$ cat src/rtl/pic24_pkg.sv
// pic24_pkg: shared widths, PC constants and the prefetch entry type for
// the PIC24 instruction fetch path.
package pic24_pkg;

    localparam int          PC_W    = 24;
    localparam int          INSTR_W = 24;
    localparam logic [23:0] PC_STEP = 24'd2;
    localparam logic [23:0] PC_MAX  = 24'h7FFFFE;

    typedef struct packed {
        logic [INSTR_W-1:0] instr;
        logic [PC_W-1:0]    pc;
    } fetch_entry_t;

endpackage

$ cat src/rtl/fetch_fifo.sv
// fetch_fifo: small synchronous FIFO of fetch_entry_t used as the prefetch
// buffer between the program ROM and decode.
//
// Ports:
//   clk_i, rst_ni   clock, asynchronous active-low reset
//   flush_i         empty the FIFO (wins over push/pop)
//   push_i, data_i  write one entry
//   pop_i           remove the head entry (ignored when empty)
//   head_o          head entry, read straight from flops (zero when empty)
//   valid_o         FIFO non-empty
//   count_o         number of entries held
module fetch_fifo
    import pic24_pkg::*;
#(
    parameter int DEPTH = 2,
    parameter int CW    = $clog2(DEPTH) + 1
) (
    input  logic          clk_i,
    input  logic          rst_ni,
    input  logic          flush_i,
    input  logic          push_i,
    input  fetch_entry_t  data_i,
    input  logic          pop_i,
    output fetch_entry_t  head_o,
    output logic          valid_o,
    output logic [CW-1:0] count_o
);

    // Shift-register organisation: entry 0 is always the head, so the
    // outputs come directly from flops and unused slots are kept at zero.
    fetch_entry_t [DEPTH-1:0] mem_q, mem_d;
    logic [CW-1:0]            count_q, count_d;

    always_comb begin
        mem_d   = mem_q;
        count_d = count_q;
        if (flush_i) begin
            mem_d   = '0;
            count_d = '0;
        end else begin
            if (pop_i && (count_q != '0)) begin
                for (int i = 0; i < DEPTH - 1; i++) begin
                    mem_d[i] = mem_q[i+1];
                end
                mem_d[DEPTH-1] = '0;
                count_d        = count_q - CW'(1);
            end
            if (push_i) begin
                // Write slot is the occupancy after any same-cycle pop.
                for (int i = 0; i < DEPTH; i++) begin
                    if (CW'(i) == count_d) begin
                        mem_d[i] = data_i;
                    end
                end
                count_d = count_d + CW'(1);
            end
        end
    end

    always_ff @(posedge clk_i or negedge rst_ni) begin
        if (!rst_ni) begin
            mem_q   <= '0;
            count_q <= '0;
        end else begin
            mem_q   <= mem_d;
            count_q <= count_d;
        end
    end

    assign head_o  = mem_q[0];
    assign valid_o = (count_q != '0);
    assign count_o = count_q;

endmodule

$ cat src/rtl/instr_fetch.sv
// instr_fetch: PIC24 instruction fetch unit. Drives word addresses into the
// registered program ROM, tags returning words with their PC, buffers them
// in a prefetch FIFO and presents them to decode over valid/ready.
// Redirects flush everything and restart fetch at the new target.
//
// Ports:
//   clk_i, rst_ni     clock, asynchronous active-low reset
//   rom_addr_o        program-memory word address (current fetch PC)
//   rom_instr_i       ROM data, valid the cycle after the address
//   redirect_i        branch/jump: flush and restart at redirect_addr_i
//   redirect_addr_i   new PC (bits 23 and 0 ignored)
//   instr_valid_o     instr_o / instr_pc_o hold an instruction
//   instr_o           instruction word (0 when not valid)
//   instr_pc_o        PC of instr_o (0 when not valid)
//   instr_ready_i     decode accepts the presented word
//   pc_wrap_o         pulse when the fetch PC wraps past 0x7FFFFE
module instr_fetch
    import pic24_pkg::*;
#(
    parameter logic [23:0] RESET_VECTOR = 24'h000000,
    parameter int          FIFO_DEPTH   = 2
) (
    input  logic        clk_i,
    input  logic        rst_ni,
    output logic [23:0] rom_addr_o,
    input  logic [23:0] rom_instr_i,
    input  logic        redirect_i,
    input  logic [23:0] redirect_addr_i,
    output logic        instr_valid_o,
    output logic [23:0] instr_o,
    output logic [23:0] instr_pc_o,
    input  logic        instr_ready_i,
    output logic        pc_wrap_o
);

    localparam int CW = $clog2(FIFO_DEPTH) + 1;

    logic [PC_W-1:0] fetch_pc_q, fetch_pc_d;
    logic            inflight_v_q, inflight_v_d;
    logic [PC_W-1:0] inflight_pc_q, inflight_pc_d;

    fetch_entry_t    head;
    fetch_entry_t    push_data;
    logic            fifo_valid;
    logic [CW-1:0]   count;
    logic            pop_req;
    logic            pop;
    logic            push;
    logic            issue;
    logic            at_max;
    logic [CW:0]     occ_next;

    logic            unused_addr_bits;
    assign unused_addr_bits = redirect_addr_i[23] ^ redirect_addr_i[0];

    assign pop_req = fifo_valid && instr_ready_i;
    assign pop     = pop_req && !redirect_i;
    assign push    = inflight_v_q && !redirect_i;

    // Occupancy the FIFO would reach if everything already committed lands;
    // counting the pop lets fetch resume in the same cycle ready returns.
    assign occ_next = {1'b0, count} + (CW+1)'(inflight_v_q) - (CW+1)'(pop_req);
    assign issue    = !redirect_i && (occ_next < (CW+1)'(FIFO_DEPTH));
    assign at_max   = (fetch_pc_q == PC_MAX);

    always_comb begin
        fetch_pc_d    = fetch_pc_q;
        inflight_v_d  = 1'b0;
        inflight_pc_d = inflight_pc_q;
        if (redirect_i) begin
            fetch_pc_d = {1'b0, redirect_addr_i[22:1], 1'b0};
        end else if (issue) begin
            inflight_v_d  = 1'b1;
            inflight_pc_d = fetch_pc_q;
            fetch_pc_d    = at_max ? '0 : fetch_pc_q + PC_STEP;
        end
    end

    always_ff @(posedge clk_i or negedge rst_ni) begin
        if (!rst_ni) begin
            fetch_pc_q    <= RESET_VECTOR;
            inflight_v_q  <= 1'b0;
            inflight_pc_q <= '0;
        end else begin
            fetch_pc_q    <= fetch_pc_d;
            inflight_v_q  <= inflight_v_d;
            inflight_pc_q <= inflight_pc_d;
        end
    end

    assign push_data.instr = rom_instr_i;
    assign push_data.pc    = inflight_pc_q;

    fetch_fifo #(
        .DEPTH (FIFO_DEPTH)
    ) u_fifo (
        .clk_i   (clk_i),
        .rst_ni  (rst_ni),
        .flush_i (redirect_i),
        .push_i  (push),
        .data_i  (push_data),
        .pop_i   (pop),
        .head_o  (head),
        .valid_o (fifo_valid),
        .count_o (count)
    );

    assign rom_addr_o    = fetch_pc_q;
    assign instr_valid_o = fifo_valid;
    assign instr_o       = fifo_valid ? head.instr : '0;
    assign instr_pc_o    = fifo_valid ? head.pc : '0;
    assign pc_wrap_o     = issue && at_max;

endmodule

$ cat config.mk
export PLATFORM = sky130hd
export DESIGN_NAME = instr_fetch
export DESIGN_NICKNAME = d
export VERILOG_FILES = /design/src/rtl/pic24_pkg.sv /design/src/rtl/fetch_fifo.sv /design/src/rtl/instr_fetch.sv
export SDC_FILE = /design/constraint.sdc
export NUM_CORES = 1
export LEC_CHECK = 0
export ABC_AREA = 1
export ABC_CLOCK_PERIOD_IN_PS = 7700
export BUFFER_PORTS_ARGS = -buffer_cell sky130_fd_sc_hd__buf_2
export CAP_MARGIN = 10
export CELL_PAD_IN_SITES_DETAIL_PLACEMENT = 0
export CELL_PAD_IN_SITES_GLOBAL_PLACEMENT = 1
export CORE_ASPECT_RATIO = 0.8
export CORE_UTILIZATION = 37
export DETAILED_ROUTE_END_ITERATION = 12
export GPL_TIMING_DRIVEN = 0
export PLACE_DENSITY = 0.76
export SYNTH_ARGS = -nofsm -noshare
export SYNTH_HDL_FRONTEND = slang
export SYNTH_HIERARCHICAL = 1
export SYNTH_SLANG_ARGS = --single-unit
export TNS_END_PERCENT = 1
$ cat constraint.sdc
create_clock -name clk_i -period 7.7 [get_ports clk_i]
set_clock_uncertainty 0.1 [all_clocks]
set_input_delay 0.77 -clock clk_i [delete_from_list [all_inputs] [get_ports clk_i]]
set_output_delay 0.77 -clock clk_i [all_outputs]
set_load 0.005 [all_outputs]
Word-level counts from Yosys, hierarchy flattened. Index checks and enable logic that the tools add are counted.

Flip-flop bits (word level): 147. Latch bits: 0. RAM bits: 0. Bits in read-only memories: 0. Input port bits: 52. Logic and storage cells: 44. Memories kept: 0.

Add/sub/neg operators: 5. Multiply operators: 0. Divide/modulo/power cells: 0. Order comparisons: 1. Eq/ne operators: 2. Shifts and indexed selects: 0. Mux-type cells: 16. Bitwise operators: 1. Reduce and logical (&&, ||, !) cells: 11.

Operator list (number): $mux W96 (3); $mux W24 (5); $mux W48 (2); $add A24 B2 Y24 const B (1); $eq A24 B23 Y1 const B (1); $mux W2 (4); $logic_and A1 B1 Y1 (6); $reduce_bool A2 Y1 (2); $add A2 B1 Y3 (1); $lt A3 B2 Y1 const B (1); $sub A3 B1 Y3 (1); $add A2 B1 Y2 const B (1); $eq A1 B2 Y1 const A (1); $logic_not A2 Y1 (1); $mux W1 (2); $reduce_and A2 Y1 (1); $sub A2 B1 Y2 const B (1); $logic_not A1 Y1 (1); $not A1 Y1 (1).

Depth between registers and ports, before layout. Gate-level depths: netlist of the first run.

Word-level depth: 10. Depth in mapped cells: 18. Mapped depth without buffers: 17.

Modules after synthesis. The synthesis of the first run kept the hierarchy.

Modules (own cells, without submodules): fetch_fifo (instances 1, cells an instance 845, area an instance 5599.1 um^2); instr_fetch (instances 1, cells an instance 450, area an instance 3034.2 um^2).

Least setup slack after synthesis of the first run. No wires, ideal clock.

Path type: reg-to-output. Start: register u_fifo.count_q[1] (netlist: u_fifo/count_o[1]). End: output port pc_wrap_o. Data arrival time: 2960 ps. Data required time: 6830 ps. Setup slack: 3870 ps. Stages on the path, launching flop included: 16. Path through: dfrtp_1 -> inv_1 -> ha_1 -> inv_2 -> clkbuf_1 -> nand2_1 -> inv_1 -> ha_1 -> or2_2 -> fa_1 -> a21boi_1 -> nand2_1 -> nor2_1 -> inv_1 -> buf_2 -> nor3_1.

Longest elaborated chain between the ends: 6. Elaborated cells on any way between the ends: 7. Those cells by class: add/sub (2); order compare (1); reduce/logical (4).

Ends and longest elaborated chain: start: declaration (RTL line fetch_fifo.sv:32) `logic [CW-1:0] count_q, count_d;`; start signal: assignment (RTL line fetch_fifo.sv:66) `count_q <= count_d;`; $reduce_bool A2 Y1 (RTL line fetch_fifo.sv:71) `assign valid_o = (count_q != '0);`; named net instr_valid_o (RTL line instr_fetch.sv:29) `output logic instr_valid_o,`; $logic_and A1 B1 Y1 (RTL line instr_fetch.sv:56) `assign pop_req = fifo_valid && instr_ready_i;`; $sub A3 B1 Y3 (RTL line instr_fetch.sv:62) `assign occ_next = {1'b0, count} + (CW+1)'(inflight_v_q) - (CW+1)'(pop_req);`; $lt A3 B2 Y1 (RTL line instr_fetch.sv:63) `assign issue = !redirect_i && (occ_next < (CW+1)'(FIFO_DEPTH));`; $logic_and A1 B1 Y1 (RTL line instr_fetch.sv:63); $logic_and A1 B1 Y1 (RTL line instr_fetch.sv:112) `assign pc_wrap_o = issue && at_max;`; end: declaration (RTL line instr_fetch.sv:33) `output logic pc_wrap_o`.

The timed path passes the listed nets, and every way through them passes these cells.

Final worst setup path of the first run.
Start: register u_fifo.count_q[1] (netlist: u_fifo/count_o[1]). End: output port pc_wrap_o.

Longest elaborated chain between the ends: 6. Elaborated cells on any way between the ends: 7. Those cells by class: add/sub (2); order compare (1); reduce/logical (4).

Ends and longest elaborated chain (RTL line): parallel branches: the longest is 2 deep, another holds $add A2 B1 Y3; $sub A3 B1 Y3 * (instr_fetch.sv:62); $lt A3 B2 Y1 * (instr_fetch.sv:63); $logic_and A1 B1 Y1 * (instr_fetch.sv:63); $logic_and A1 B1 Y1 * (instr_fetch.sv:112).

Mark *: on every way between the ends.

==> results.md, run 1 <==
- Outcome: complete, no violations
- Flop2flop setup slack: 3.71 ns
- Clock-pin slew on the worst setup and hold paths: 0.06 ns
- Initial Utilization: 38.1%
- Fin crit share: 66.3%
- Post-cts sizing count: 0
- Worst-path fanout max: 10
- Initial DRC Count: 504
- Sequential power share: 40.7%
- Combinational power share: 28.6%
- Die Y: 139 µm
- First-pass GRT wire length: 38800 µm
- CTS sink count: 145
- Slowest stage cell, crit path: clkbuf_1
- CORE AREA: 22700 µm²
- Core Util, Final: 45.1%
- Hold Path Class: input port to asynchronous set/reset pin
- # IOs: 126
- Tmin final: 5.11 ns
- Final HPWL DP: 16900 µm
- Vias/cell: 4.43
- Post-Syn Instances: 1295
- Post-synth design cell area: 8630 µm²
- Family with the most delay on the worst path: buffers and inverters
- DR vias: 7786
- Post-Place Cells: 1726
- Clock network fraction of design power: 30.7%
- Initial antenna violation count: 0
- Die area: 24000 µm²
- GRT Util Overall: 20.6%
- Yosys top cell area share: 42.0%
- MaxCap Viol Count: 0
- Vias in the first global route: 7289
- Detailed Route WL: 24000 µm
- Num rows: 49
- Synthesis-stage register bit count: 145
- Main synth FF type: dfrtp_1
- Routing usage on met2: 30.6%
- Average wire per standard cell: 13.6 µm
- Max-slew violation count: 0
- Met1 Use GR: 31.0%
- Postcts setup bufs: 0
- Reg2reg start: u_fifo/count_o[1]$_DFF_PN0_
- Final setup violation count: 0
- Post-synth EDFFs: 0
- Worst Setup Path Type: flop to output pin
- Clock latency on the worst-skew pair: 0.43 ns
- Post-Place Setup Slack: 3.03 ns
- Synth top area cells: dfrtp_1 (42%), nand2_1 (24%), nor2_1 (9.6%)
- Synth warnings: 6
- Worst path max stage delay: 0.57 ns
- P_sw: 960 µW
- ANT nets after route: 0
- Pleak: 0.00629 µW
- Largest net degree at the start of global routing: 76
- Antenna cells: 0
- 1st-pass router iterations: 5
- CP Buf/Inv Count: 7
- RD Place Congestion: 0.856
- Most numerous cell in the Yosys netlist: nand2_1
- Slew @ Worst Pin: 0.702 ns
- RSZ-0062 raised after global routing: false
- Distinct cells, synth: 37
- Worst R2R Path Depth: 15
- Critical R2R Capture: rom_addr_o[13]$_DFFE_PN0P_
- Syn_area_per_cell: 6.67 µm²
- Share of cells above drive strength 1: 18.4%
- Cell taking the most area after synthesis: dfrtp_1
- Arr. time, crit path: 4.24 ns
- Final setup TNS: 0 ns
- CP Capture Type: output pin
- Port-buffer cells: 122
- Setup crit start kind: flop
- CP required: 6.83 ns
- Final std cells w/o fill: 1758
- GR Overflow Total: 0
- CP most frequent cell: inv_1
- CTS Buf Count: 17
- Root buf cell: clkbuf_16
- Power density over the cells: 260 nW/µm²
- Post-synth top cells: nand2_1 (550), nor2_1 (220), dfrtp_1 (145), inv_1 (145), buf_4 (53)
- Relative slew slack: 53.2%
- Async SR Flop Fraction: 100%
- Clock tree buffer depth: 2
- Synthesis-to-layout area growth: 18.6%
- Sequential area share after synthesis: 42.0%
- Fmax achieved: 0.196 GHz
- Worst hold slack: 0.267 ns
- Die X: 173 µm
- Critical-path cell list: inv_1 -> ha_1 -> inv_2 -> clkbuf_1 -> nand2_1 -> inv_1 -> ha_1 -> or2_2 -> fa_1 -> a21boi_1 -> nand2_1 -> nor2_1 -> inv_1 -> buf_2 -> nor3_1 -> buf_2
- CTS tree: done
- Cell Int Power: 1700 µW
- Met3 global-route usage: 2.91%
- VDD IR max: 0.138 mV
- Hold Fails Final Rpt: 0
- Htree depth: 4
- GR peak layer: met1
- Slack of the critical path: 2.59 ns
- Switching part of the total: 36.0%
- DRC viols: 0
- Hold Buf Count CTS: 0
- Total Nets Final: 1495
==> cell families after synthesis <==
family	share of synthesized area, %
compound gates	4.30
xor+xnor	1.01
fa+ha+maj	0.667
buf+inv	14.9
flops	42.0
other cells	0.0434
simple gates	37.0
==> power groups by stage <==
stage          Sequential, µW  Clock [µW]  Combinational [µW]
3_5_place_dp             1100           0                 763
3_3_place_gp             1100           0                 754
2_1_floorplan            1040           0                 536
6_report                 1080         818                 761
4_1_cts                  1080         835                 769
5_1_grt                  1110         863                 874
==> registers in the layout (all words and copies together) (netlist names) <==
signal / cells
u_fifo/mem_q: 48
u_fifo/head_o: 48
rom_addr_o: 23
inflight_v_q: 1
u_fifo/count_o: 2
inflight_pc_q: 23
==> cell type report <==
type                       count  area [µm²]
clock inverter                13         138
inverter                     150         563
fill                        2502       12400
tap                          306         383
multi-input combinational    893        3720
timing repair buffer         123         644
sequential                   145        3630
clock buffer                  19         433
buffer                       109         724
==> through the flow <==
stage,total power (µW),cell area [µm²]
floorplan,1580,8640
global placement,1850,9630
detailed placement,1860,9670
CTS,2690,10200
global route,2840,10200
finish,2660,10200
==> worst max path at each step <==
stage                                           start   endpoint  slack, ns  depth (start not counted)
after floorplan           u_fifo/count_o[1]$_DFF_PN0_  pc_wrap_o       3.87                         15
after global placement    u_fifo/count_o[1]$_DFF_PN0_  pc_wrap_o       3.08                         16
after detailed placement  u_fifo/count_o[1]$_DFF_PN0_  pc_wrap_o       3.03                         16
after CTS                 u_fifo/count_o[1]$_DFF_PN0_  pc_wrap_o       2.52                         16
after global routing      u_fifo/count_o[1]$_DFF_PN0_  pc_wrap_o       2.28                         16
final                     u_fifo/count_o[1]$_DFF_PN0_  pc_wrap_o       2.59                         16
==> layer usage <==
layer / routed length [µm] / vias to the layer above
met5: 0 / -
met1: 12700 / 3572
met2: 10200 / 134
met3: 728 / 15
met4: 305 / 0
li1: - / 4065
==> cells in the final DEF, fill, tap and decap left out, types with 11 or more instances in the layout <==
cell	synthesis	layout
nand2_1	550	550
buf_2	17	138
inv_1	145	145
nor2_1	220	220
nand3_1	15	15
clkbuf_16	0	17
clkbuf_1	24	26
nand4_1	11	11
buf_4	53	53
dfrtp_1	145	145
o21ai_0	43	43
No activity file was read; power rests on OpenSTA's default activity.
==> run 2: changes to the inputs <==
--- a/config.mk
+++ b/config.mk
@@ -5,8 +5,8 @@
 export SDC_FILE = /design/constraint.sdc
 export NUM_CORES = 1
 export LEC_CHECK = 0
-export ABC_AREA = 1
-export ABC_CLOCK_PERIOD_IN_PS = 7700
+export ABC_AREA = 0
+export ABC_CLOCK_PERIOD_IN_PS = 4840
 export BUFFER_PORTS_ARGS = -buffer_cell sky130_fd_sc_hd__buf_2
 export CAP_MARGIN = 10
 export CELL_PAD_IN_SITES_DETAIL_PLACEMENT = 0
@@ -15,7 +15,7 @@
 export CORE_UTILIZATION = 37
 export DETAILED_ROUTE_END_ITERATION = 12
 export GPL_TIMING_DRIVEN = 0
-export PLACE_DENSITY = 0.76
+export PLACE_DENSITY = 0.71
 export SYNTH_ARGS = -nofsm -noshare
 export SYNTH_HDL_FRONTEND = slang
 export SYNTH_HIERARCHICAL = 1
==> constraint.sdc (replaced) <==
create_clock -name clk_i -period 4.84 [get_ports clk_i]
set_clock_uncertainty 0.1 [all_clocks]
set_input_delay 0.484 -clock clk_i [delete_from_list [all_inputs] [get_ports clk_i]]
set_output_delay 0.484 -clock clk_i [all_outputs]
set_load 0.005 [all_outputs]
==> results.md, run 2 <==
- Outcome: complete, no violations (unchanged)
- Setup crit start kind: flop (unchanged)
- Port-buffer cells: 121 (was 122)
- Post-synth top cells: dfrtp_1 (145), and2_1 (101), inv_1 (58) (was nand2_1 (550), nor2_1 (220), dfrtp_1 (145), inv_1 (145), buf_4 (53))
- Cell Int Power: 3100 µW (was 1700 µW)
- Power density over the cells: 504 nW/µm² (was 260 nW/µm²)
- P_sw: 1780 µW (was 960 µW)
- Initial DRC Count: 456 (was 504)
- Die X: 167 µm (was 173 µm)
- Final setup violation count: 0 (unchanged)
- Antenna cells: 0 (unchanged)
- Main synth FF type: dfrtp_1 (unchanged)
- Syn_area_per_cell: 9.96 µm² (was 6.67 µm²)
- Most numerous cell in the Yosys netlist: dfrtp_1 (was nand2_1)
- VDD IR max: 0.235 mV (was 0.138 mV)
- Most frequent cells in the layout: dfrtp_1 (145), buf_2 (138), and2_1 (101), inv_1 (58), nor2_1 (53) (was nand2_1 (550), nor2_1 (220), inv_1 (145), dfrtp_1 (145), buf_2 (138))
- CP required: 4.26 ns (was 6.83 ns)
- Die area: 22400 µm² (was 24000 µm²)
- Distinct cells, synth: 50 (was 37)
- 1st-pass router iterations: 5 (unchanged)
- Post-synth design cell area: 8060 µm² (was 8630 µm²)
- Worst Setup Path Type: flop to output pin (unchanged)
- Root buf cell: clkbuf_16 (unchanged)
- Hold Path Class: input port to asynchronous set/reset pin (unchanged)
- Detailed Route WL: 22500 µm (was 24000 µm)
- ANT nets after route: 0 (unchanged)
- GRT Util Overall: 20.6% (about the same)
- Yosys top cell area share: 45.0% (was 42.0%)
- Sequential area share after synthesis: 45.0% (was 42.0%)
- CTS tree: done (unchanged)
- Synthesis-stage register bit count: 145 (unchanged)
- Pleak: 0.00450 µW (was 0.00629 µW)
- First-pass GRT wire length: 36200 µm (was 38800 µm)
- CTS Buf Count: 17 (unchanged)
- Htree depth: 4 (unchanged)
- Worst hold slack: 0.0535 ns (was 0.267 ns)
- Average wire per standard cell: 18.3 µm (was 13.6 µm)
- Initial antenna violation count: 0 (unchanged)
- Hold Fails Final Rpt: 0 (unchanged)
- Vias in the first global route: 6425 (was 7289)
- DR vias: 6540 (was 7786)
- Num rows: 47 (was 49)
- # IOs: 126 (unchanged)
- DRC viols: 0 (unchanged)
- CP Buf/Inv Count: 4 (was 7)
- Arr. time, crit path: 3.87 ns (was 4.24 ns)
- Worst-path fanout max: 10 (unchanged)
- Post-Place Setup Slack: 0.771 ns (was 3.03 ns)
- Share of cells above drive strength 1: 29.7% (was 18.4%)
- Family with the most delay on the worst path: simple AND/OR/NAND/NOR gates (was buffers and inverters)
- Sequential power share: 34.1% (was 40.7%)
- Clock tree buffer depth: 2 (unchanged)
- Fmax achieved: 0.225 GHz
- Synth top area cells: dfrtp_1 (45%), and2_1 (7.8%), a32oi_1 (5.3%) (was dfrtp_1 (42%), nand2_1 (24%), nor2_1 (9.6%))
- Clock-pin slew on the worst setup and hold paths: 0.06 ns (about the same)
- Async SR Flop Fraction: 100% (unchanged)
- RSZ-0062 raised after global routing: false (unchanged)
- Hold Buf Count CTS: 0 (unchanged)
- Synth warnings: 6 (unchanged)
- Combinational power share: 36.4% (was 28.6%)
- Tmin final: 4.45 ns
- Initial Utilization: 38.4% (was 38.1%)
- Most common cell after layout, fill and taps aside: dfrtp_1 (was nand2_1)
- Critical-path cell list: inv_1 -> ha_1 -> inv_1 -> and2_1 -> ha_1 -> nand2b_1 -> fa_1 -> xnor2_1 -> and2_1 -> nand2b_1 -> clkbuf_1 -> nor2_1 -> buf_2 (was inv_1 -> ha_1 -> inv_2 -> clkbuf_1 -> nand2_1 -> inv_1 -> ha_1 -> or2_2 -> fa_1 -> a21boi_1 -> nand2_1 -> nor2_1 -> inv_1 -> buf_2 -> nor3_1 -> buf_2)
- Die Y: 134 µm (was 139 µm)
- Vias/cell: 5.31 (was 4.43)
- Fin crit share: 91.9%
- Cell taking the most area after synthesis: dfrtp_1 (unchanged)
- Clock network fraction of design power: 29.4% (was 30.7%)
- Worst R2R Path Depth: 13 (was 15)
- Worst path max stage delay: 0.52 ns (was 0.57 ns)
- CP Capture Type: output pin (unchanged)
- GR Overflow Total: 0 (unchanged)
- Switching part of the total: 36.4% (was 36.0%)
- CORE AREA: 21000 µm² (was 22700 µm²)
- Levels on crit path: 13 (was 16)
- MaxCap Viol Count: 0 (unchanged)
- Relative slew slack: 42.7% (was 53.2%)
- Final HPWL DP: 15300 µm (was 16900 µm)
- Slack of the critical path: 0.390 ns (was 2.59 ns)
- Post-Syn Instances: 809 (was 1295)
- Final setup TNS: 0 ns (unchanged)
- Slew @ Worst Pin: 0.859 ns (was 0.702 ns)
- Synthesis-to-layout area growth: 20.1% (was 18.6%)
- Clock latency on the worst-skew pair: 0.42 ns (was 0.43 ns)
- Max-slew violation count: 0 (unchanged)
- CTS sink count: 145 (unchanged)
- Largest net degree at the start of global routing: 91 (was 76)
- Slowest stage cell, crit path: dfrtp_1 (was clkbuf_1)
- Post-cts sizing count: 0 (unchanged)
- RD Place Congestion: 0.795 (was 0.856)
- Postcts setup bufs: 0 (unchanged)
- Total Nets Final: 1007 (was 1495)
- Post-synth EDFFs: 0 (unchanged)
==> run 2: area by class of cell <==
class                      count  area (µm²)
buffer                       122         721
clock buffer                  22         484
clock inverter                 9         154
fill                        2051       11300
inverter                      58         218
multi-input combinational    485        3490
sequential                   145        3630
tap                          269         337
timing repair buffer         122         639
==> run 2: through the flow <==
| step | util, % | area, µm² | total power [µW] | std cells |
|---|---|---|---|---|
| 2_1_floorplan | - | 8060 | 2880 | 811 |
| 5_1_grt | 46.1 | 9670 | 5170 | 1232 |
| 6_report | 46.1 | 9670 | 4880 | 1232 |
| 3_3_place_gp | 42.9 | 9010 | 3450 | 1201 |
| 3_5_place_dp | 43.1 | 9040 | 3460 | 1202 |
| 4_1_cts | 46.1 | 9680 | 4920 | 1233 |
==> run 2: path summary, 6_finish.rpt <==
check | startpoint | to | slack, ns
worst max register to register | u_fifo/count_o[1]$_DFF_PN0_ | rom_addr_o[16]$_DFFE_PN0P_ | 1.14
min in group clk_i | redirect_addr_i[2] | rom_addr_o[2]$_DFFE_PN0P_ | 0.17
max in group asynchronous | rst_ni | inflight_pc_q[23]$_DFFE_PN0P_ | 3.80
worst min register to register | u_fifo/mem_q[79]$_DFF_PN0_ | u_fifo/mem_q[79]$_DFF_PN0_ | 0.42
worst max-delay path | u_fifo/count_o[1]$_DFF_PN0_ | pc_wrap_o | 0.39
worst min-delay path | rst_ni | u_fifo/head_o[43]$_DFF_PN0_ | 0.05
==> run 2: cell families (layout without fill, tap and decap cells) <==
kind of cell,count (synthesis),after routing,synth area share [%]
and+or+nand+nor,240,240,16.9
AOI/OAI and AO/OA,204,204,21.3
buffers and inverters,181,333,11.7
DFF,145,145,45.0
muxes,21,21,2.94
xor gates and xnor gates,13,13,1.41
adders and majority gates,4,4,0.714
other,1,3,0.0465
==> run 2: power groups by stage <==
stage | logic (µW) | clock network (µW) | registers, µW
2_1_floorplan | 1280 | 0 | 1600
3_3_place_gp | 1770 | 0 | 1680
3_5_place_dp | 1780 | 0 | 1680
4_1_cts | 1800 | 1460 | 1660
5_1_grt | 1960 | 1510 | 1700
6_report | 1780 | 1440 | 1670
==> run 2: routing by layer <==
metal	wire length, µm	GRT usage [%]
met5	0	0
met4	176	4.73
met3	1240	4.07
met2	9770	31.1
met1	11400	30.4
